[config.mk]
export PLATFORM = sky130hd
export DESIGN_NAME = fifo_wrr_sched
export DESIGN_NICKNAME = d
export VERILOG_FILES = /design/src/rtl/fifo_wrr_sched.sv
export SDC_FILE = /design/constraint.sdc
export NUM_CORES = 1
export LEC_CHECK = 0
export ABC_AREA = 1
export CORE_MARGIN = 1
export CORE_UTILIZATION = 35
export DETAILED_ROUTE_END_ITERATION = 6
export GPL_ROUTABILITY_DRIVEN = 0
export PLACE_DENSITY = 0.69
export REMOVE_ABC_BUFFERS = 1
export SKIP_CTS_REPAIR_TIMING = 1
export SYNTH_ARGS = -nofsm -noshare
export SYNTH_HDL_FRONTEND = slang
export SYNTH_SLANG_ARGS = --single-unit
[constraint.sdc]
create_clock -name clk -period 2.7 [get_ports clk]
set_clock_uncertainty 0.2 [all_clocks]
set_input_delay 0.27 -clock clk [delete_from_list [all_inputs] [get_ports clk]]
set_output_delay 0.27 -clock clk [all_outputs]
set_load 0.05 [all_outputs]
[src/rtl/fifo_wrr_sched.sv]
// Weighted round-robin scheduler draining NUM_Q upstream FIFOs onto one
// valid/ready stream through a registered output stage.
module fifo_wrr_sched #(
  parameter int unsigned NUM_Q = 4,
  parameter int unsigned WIDTH = 8,
  parameter int unsigned QW    = 4,
  parameter int unsigned IDX_W = $clog2(NUM_Q)
) (
  input  logic                     clk,
  input  logic                     rst_n,
  input  logic [NUM_Q-1:0]         q_valid,
  input  logic [NUM_Q*WIDTH-1:0]   q_data,
  output logic [NUM_Q-1:0]         q_ready,
  input  logic [NUM_Q*QW-1:0]      weight,
  output logic                     out_valid,
  output logic [WIDTH-1:0]         out_data,
  output logic [IDX_W-1:0]         out_qid,
  input  logic                     out_ready,
  output logic                     busy
);

  localparam int unsigned SUM_W = IDX_W + 1;

  typedef enum logic [0:0] {
    IDLE  = 1'b0,
    SERVE = 1'b1
  } state_t;

  state_t             state_q, state_d;
  logic [IDX_W-1:0]   ptr_q, ptr_d;
  logic [IDX_W-1:0]   gnt_q, gnt_d;
  logic [QW-1:0]      credit_q, credit_d;
  logic               out_valid_q, out_valid_d;
  logic [WIDTH-1:0]   out_data_q, out_data_d;
  logic [IDX_W-1:0]   out_qid_q, out_qid_d;

  logic               stage_ready_c;
  logic               xfer_c;
  logic [2*NUM_Q-1:0] vv_c;
  logic [NUM_Q-1:0]   rot_c;
  logic [IDX_W-1:0]   off_c;
  logic [SUM_W-1:0]   sum_c;
  logic [IDX_W-1:0]   pick_c;
  logic [QW-1:0]      pick_w_c;
  logic [WIDTH-1:0]   sel_data_c;
  logic [IDX_W-1:0]   nxt_ptr_c;

  // Rotate valids so bit 0 is the queue at ptr; lowest set bit wins.
  always_comb begin
    vv_c  = {q_valid, q_valid};
    rot_c = NUM_Q'(vv_c >> ptr_q);
    off_c = '0;
    for (int k = int'(NUM_Q) - 1; k >= 0; k--) begin
      if (rot_c[k]) off_c = IDX_W'(k);
    end
    sum_c = SUM_W'(ptr_q) + SUM_W'(off_c);
    if (sum_c >= SUM_W'(NUM_Q)) sum_c = sum_c - SUM_W'(NUM_Q);
    pick_c = IDX_W'(sum_c);
  end

  // Per-queue field selection for the granted data and the candidate weight.
  always_comb begin
    sel_data_c = '0;
    pick_w_c   = '0;
    for (int i = 0; i < int'(NUM_Q); i++) begin
      if (gnt_q == IDX_W'(i))  sel_data_c = q_data[i*WIDTH +: WIDTH];
      if (pick_c == IDX_W'(i)) pick_w_c   = weight[i*QW +: QW];
    end
  end

  assign stage_ready_c = !out_valid_q || out_ready;
  assign xfer_c        = (state_q == SERVE) && q_valid[gnt_q] && stage_ready_c;
  assign nxt_ptr_c     = (gnt_q == IDX_W'(NUM_Q - 1)) ? '0 : gnt_q + IDX_W'(1);

  // Read strobe follows the grant whenever the output stage can take a word.
  always_comb begin
    q_ready = '0;
    for (int i = 0; i < int'(NUM_Q); i++) begin
      q_ready[i] = (state_q == SERVE) && (gnt_q == IDX_W'(i)) && stage_ready_c;
    end
  end

  // Next-state: arbitration in IDLE, burst accounting in SERVE.
  always_comb begin
    state_d     = state_q;
    ptr_d       = ptr_q;
    gnt_d       = gnt_q;
    credit_d    = credit_q;
    out_valid_d = out_valid_q;
    out_data_d  = out_data_q;
    out_qid_d   = out_qid_q;

    case (state_q)
      IDLE: begin
        if (|q_valid) begin
          gnt_d    = pick_c;
          credit_d = (pick_w_c == '0) ? QW'(1) : pick_w_c;
          state_d  = SERVE;
        end
      end
      SERVE: begin
        if (!q_valid[gnt_q]) begin
          // Queue drained: leftover credit is dropped.
          state_d = IDLE;
          ptr_d   = nxt_ptr_c;
        end else if (stage_ready_c) begin
          if (credit_q == QW'(1)) begin
            state_d = IDLE;
            ptr_d   = nxt_ptr_c;
          end else begin
            credit_d = credit_q - QW'(1);
          end
        end
      end
      default: state_d = IDLE;
    endcase

    if (xfer_c) begin
      out_valid_d = 1'b1;
      out_data_d  = sel_data_c;
      out_qid_d   = gnt_q;
    end else if (out_ready) begin
      out_valid_d = 1'b0;
    end
  end

  always_ff @(posedge clk or negedge rst_n) begin
    if (!rst_n) begin
      state_q     <= IDLE;
      ptr_q       <= '0;
      gnt_q       <= '0;
      credit_q    <= '0;
      out_valid_q <= 1'b0;
      out_data_q  <= '0;
      out_qid_q   <= '0;
    end else begin
      state_q     <= state_d;
      ptr_q       <= ptr_d;
      gnt_q       <= gnt_d;
      credit_q    <= credit_d;
      out_valid_q <= out_valid_d;
      out_data_q  <= out_data_d;
      out_qid_q   <= out_qid_d;
    end
  end

  assign out_valid = out_valid_q;
  assign out_data  = out_data_q;
  assign out_qid   = out_qid_q;
  assign busy      = (state_q == SERVE);

endmodule

# Yosys cells after proc, flatten, opt, wreduce, memory -nomap -nowiden
# Index checks and enable logic that the tools add are counted.
# classes
add_sub_neg,4
n_mul,0
div,0
n_lt_le_gt_ge,2
eq_ne,13
shifts,1
n_mux,32
bitwise_logic,1
n_reduce_logical,20
# ops
cell,count
two-way mux 4 bit,9
two-way mux 8 bit,4
two-way mux 2 bit,9
logical AND 1 bit,10
"equality test 2 bit, second input constant",4
one-hot mux 4 bit (2 select lines),1
right shift 8 x 2 -> 4 bit,1
two-way mux 1 bit,7
"!= test 2 x 1 -> 1 bit, second input constant",3
"!= test 2 bit, second input constant",3
"equality test 2 x 1 -> 1 bit, second input constant",2
"equality test 4 x 1 -> 1 bit, second input constant",1
zero test 2 bit,2
zero test 4 bit,1
AND reduction 4 bit,1
OR reduction 4 bit,1
"subtractor 4 x 1 -> 4 bit, second input constant",1
adder 2 x 2 -> 3 bit,1
"greater-or-equal comparator 3 bit, second input constant",1
"< comparator 2 x 3 -> 1 bit, second input constant",1
AND reduction 3 bit,1
"adder 2 x 1 -> 2 bit, second input constant",1
binary-select mux 1 bit (select 2 bit),1
one-hot mux 1 bit (2 select lines),1
other kinds (6),6
# totals
regBits,20
latchBits,0
mem_bits_rw,0
rom_bits,0
mem_count,0

# Longest topological paths before layout
# logic_depth
depth_word,17
mapped_depth,18
depth_no_buf,18

# Least setup slack after synthesis
# Ideal clock, no wire load.
# synth_path
path_kind,register -> register
startpoint,register ptr_q[0]
endpoint,register credit_q[0]
setup_time_ps,117
arrival_ps,2054
t_required_ps,2383
path_slack_ps,329
path_stages_with_launch,17
path_cell_list,dfrtp_1 -> inv_2 -> nand2_1 -> nand3_1 -> nand2_2 -> nand3_1 -> a21boi_0 -> ha_1 -> xnor2_1 -> nand3_4 -> nand2_4 -> inv_1 -> or2_0 -> a21oi_1 -> nand2_1 -> nand2_1 -> nand2_1
# synth_between
elab_chain_cells,17
word_cells_on_any_way,21
classes_between,2 x add/sub; 1 x order compare; 3 x eq/ne; 1 x shift; 12 x mux; 2 x reduce/logical
# synth_rtl
element,line,text
start: declaration,30,"logic [IDX_W-1:0] ptr_q, ptr_d;"
start signal: assignment,138,ptr_q <= ptr_d;
right shift 8 x 2 -> 4 bit,51,rot_c = NUM_Q'(vv_c >> ptr_q);
two-way mux 2 bit (4 in series),54,if (rot_c[k]) off_c = IDX_W'(k);
adder 2 x 2 -> 3 bit *,56,sum_c = SUM_W'(ptr_q) + SUM_W'(off_c);
greater-or-equal comparator 3 bit or subtractor 2 x 1 -> 2 bit (tied branches),57,if (sum_c >= SUM_W'(NUM_Q)) sum_c = sum_c - SUM_W'(NUM_Q);
two-way mux 2 bit *,57,
zero test 2 bit,67,if (pick_c == IDX_W'(i)) pick_w_c = weight[i*QW +: QW];
two-way mux 4 bit (3 in series),67,
two-way mux 4 bit *,67,
zero test 4 bit,97,credit_d = (pick_w_c == '0) ? QW'(1) : pick_w_c;
two-way mux 4 bit *,97,
two-way mux 4 bit *,95,if (|q_valid) begin
one-hot mux 4 bit (2 select lines) *,93,case (state_q)
end signal: assignment,140,credit_q <= credit_d;
end: declaration,32,"logic [QW-1:0] credit_q, credit_d;"
# Mark *: on every way between the ends. The rest lies on a longest branch, timed or not. The select of a mux whose other input is x is not followed.
# A chain may end at the register's enable or synchronous reset.

# Final worst setup path
# layout_path
startpoint,input port q_valid[0]
endpoint,register credit_q[0]
# layout_between
elab_chain_cells,17
word_cells_on_any_way,27
classes_between,2 x add/sub; 1 x order compare; 5 x eq/ne; 1 x shift; 14 x mux; 4 x reduce/logical
# layout_rtl
element,line,text
start: declaration,11,"input logic [NUM_Q-1:0] q_valid,"
right shift 8 x 2 -> 4 bit,51,
two-way mux 2 bit (4 in series),54,
adder 2 x 2 -> 3 bit,56,
greater-or-equal comparator 3 bit or subtractor 2 x 1 -> 2 bit (tied branches),57,
two-way mux 2 bit,57,
zero test 2 bit,67,
two-way mux 4 bit (4 in series),67,
zero test 4 bit,97,
two-way mux 4 bit,97,
two-way mux 4 bit,95,
one-hot mux 4 bit (2 select lines),93,
# Several ways; a longest one is shown, not always the timed one. The select of a mux whose other input is x is not followed.

==> summary.md <==
| Metric | Value |
|---|---|
| Final period util | 0.905 |
| Min-delay worst type | primary input to async pin |
| Worst Path Max Fanout | 8 |
| Top post-synthesis cells by area | dfrtp_1 (33%), nand2_1 (13%), o21ai_0 (12%), nand3_1 (6.8%), ha_1 (5.7%) |
| Register area share after synthesis | 0.326 |
| Cell taking the most area after synthesis | dfrtp_1 |
| Initial Util | 0.373 |
| Synth top area share | 0.326 |
| Initial drt markers | 71 |
| WL per Instance | around 12 um |
| Clock latency on the worst-skew pair | about 260 ps |
| FF+latch count, synth | 20 |
| Top-count cell post-synth | nand2_1 |
| Ports | 71 |
| HPWL after DPL | 3420 um |
| Max Transition Viols Final | 0 |
| DRC Markers | 0 |
| Crit. End Element | flip-flop |
| Largest net degree at the start of global routing | 21 |
| Commonest cells in the netlist | nand2_1 (54), o21ai_0 (36), nand3_1 (21), dfrtp_1 (20), nor2_1 (20) |
| Crit path launch type | primary input |
| Worst path required time | 2660 ps |
| Area growth syn-to-layout | 57.7% |
| Maxcap violations | 0 |
| Layout cells sized above 1 | 0.119 |
| Worst slew margin | 0.655 |
| Worst-path clk slew | 80 ps |
| F_max | 409 MHz |
| Status | finished, final reports clean |
| Antenna Violating Nets Remaining | 0 |
| Pwr Density | 1320 nW/um2 |
| Leakage | 1.09 nW |
| First-pass GRT wire length | approximately 7000 um |
| Fin crit period | 2440 ps |
| Setup CP Type | primary input to flip-flop |
| Area of the multi-input gates | 936 um2 |
| Nets | 366 |
| Vias per Instance | approximately 4.9 |
| Tightest Pin Transition | 516 ps |
| Non-filler cells in the finished layout | 353 |
| Yosys cell types | 27 |
| Final hold violations | 0 |
| Storage element area | about 500 um2 |
| RSZ-0062 raised after global routing | false |
| Mapped Area | 1540 um2 |
| Ys flop type | dfrtp_1 |
| Total grt overflow | 0 |
| CTS tree | done |
| Arr. time, crit path | 2400 ps |
| Synthesized area per cell | 6.88 um2 |
| CTS max path bufs | 2 |
| Inst Count DP | 348 |
| Setup violators final | 0 |
| Number of flops mapped to enable cells by yosys | 0 |
| Vias | 1719 |
| Synth Instances | 223 |
| Die Height | 68.2 um |
| Ant diodes | 0 |
| Port Buffer Count | 70 |
| CTS buffer count | 3 |
| Post-synth ARST share | 1.00 |
| Fin util | 0.588 |
| FILL cells | 408 |
| Vias in the first global route | 1540 |
| R2R setup slack | 280 ps |
| Root Buffer | clkbuf_8 |
| Drt first pass iters | 4 |
| Routed Wire Length | 4230 um |
| Synth warn | 0 |
| H-tree depth | 1 |
| Die X | 68.2 um |
| Hold_ws | 142 ps |
| Peak supply drop | 0.000720 V |
| All-layer global routing usage | 0.199 |
| FP Rows | 23 |
| Initial antenna violation count | 0 |
| Clock sinks | 20 |
| Die area | 4660 um2 |
| Core box area | 4120 um2 |
## placed cells by master (no fill, tap or decap), types with 6 or more instances in the layout
| master | n |
|---|---|
| clkdlybuf4s50_1 | 66 |
| nand2_1 | 54 |
| o21ai_0 | 36 |
| nand3_1 | 21 |
| nor2_1 | 20 |
| dfrtp_1 | 18 |
| buf_4 | 17 |
| inv_1 | 15 |
| a22oi_1 | 8 |
| a21oi_1 | 7 |
| nand4_1 | 6 |
| ha_1 | 6 |
## final timing paths
kind / startpoint / to / depth (start not counted)
hold reg to reg: out_qid[1]$_DFFE_PN0P_ / out_qid[1]$_DFFE_PN0P_ / 2
setup reg to reg: ptr_q[0]$_DFFE_PN0P_ / credit_q[0]$_DFFE_PN0P_ / 15
max in group asynchronous: rst_n / ptr_q[1]$_DFFE_PN0P_ / 2
hold / removal: rst_n / out_data[5]$_DFFE_PN0P_ / 2
setup / recovery: q_valid[0] / credit_q[0]$_DFFE_PN0P_ / 15
min in group clk: out_qid[1]$_DFFE_PN0P_ / out_qid[1]$_DFFE_PN0P_ / 2
## stage by stage
step	setup WS (ps)	instance area [um2]	TNS, ps	total power, mW
floorplan	327	1500	0	2.20
global placement	-92.2	2350	-250	2.90
detailed placement	-131	2350	-406	2.92
CTS	121	2400	0	3.16
global route	15.2	2420	0	3.53
finish	257	2420	0	3.18
## cell type report
| type | count | share of cell area |
|---|---|---|
| clock buffer | 4 | 0.0227 |
| inverter | 20 | 0.0315 |
| multi-input combinational | 176 | 0.387 |
| sequential | 20 | 0.208 |
| tap | 50 | 0.0258 |
| timing repair buffer | 83 | 0.326 |
## state kept, by name, summed over array words and instances (netlist names)
signal	cells
out_data	8
gnt_q	2
out_qid	2
busy	1
credit_q	4
ptr_q	2
out_valid	1
## cells by family (layout without fill, tap and decap cells)
group | after synthesis | count (layout) | synth area share
XOR/XNOR | 2 | 2 | 0.0114
buffers and inverters | 27 | 107 | 0.0709
adder cells (fa/ha/maj) | 7 | 7 | 0.0570
flip-flops | 20 | 20 | 0.326
AO/OA/AOI/OAI | 55 | 55 | 0.199
AND/OR/NAND/NOR | 112 | 112 | 0.336
## worst max-delay path, stage by stage
cell	delay [ps]
clkdlybuf4s50_1	530
nand2_1	90
nand3_1	80
nand2_1	70
a21boi_1	130
ha_2	180
xnor2_2	220
nand3_4	140
nand2_4	130
inv_1	60
or2_0	190
a21oi_1	140
nand2_1	60
nand2_1	50
nand2_1	40
## power breakdown
group | switching [mW] | total (mW) | internal (mW)
Sequential | 0.124 | 0.577 | 0.453
Combinational | 1.48 | 2.38 | 0.897
Clock | 0.0984 | 0.228 | 0.130
Total | 1.70 | 3.18 | 1.48
## per-layer routing
layer,share of wire,wire (um),track usage
met5,0,0,0
met4,0.013,55,0.0547
met3,0.028,119,0.0300
met2,0.48,2020,0.321
met1,0.48,2040,0.274
(Power assumes the default switching activity.)
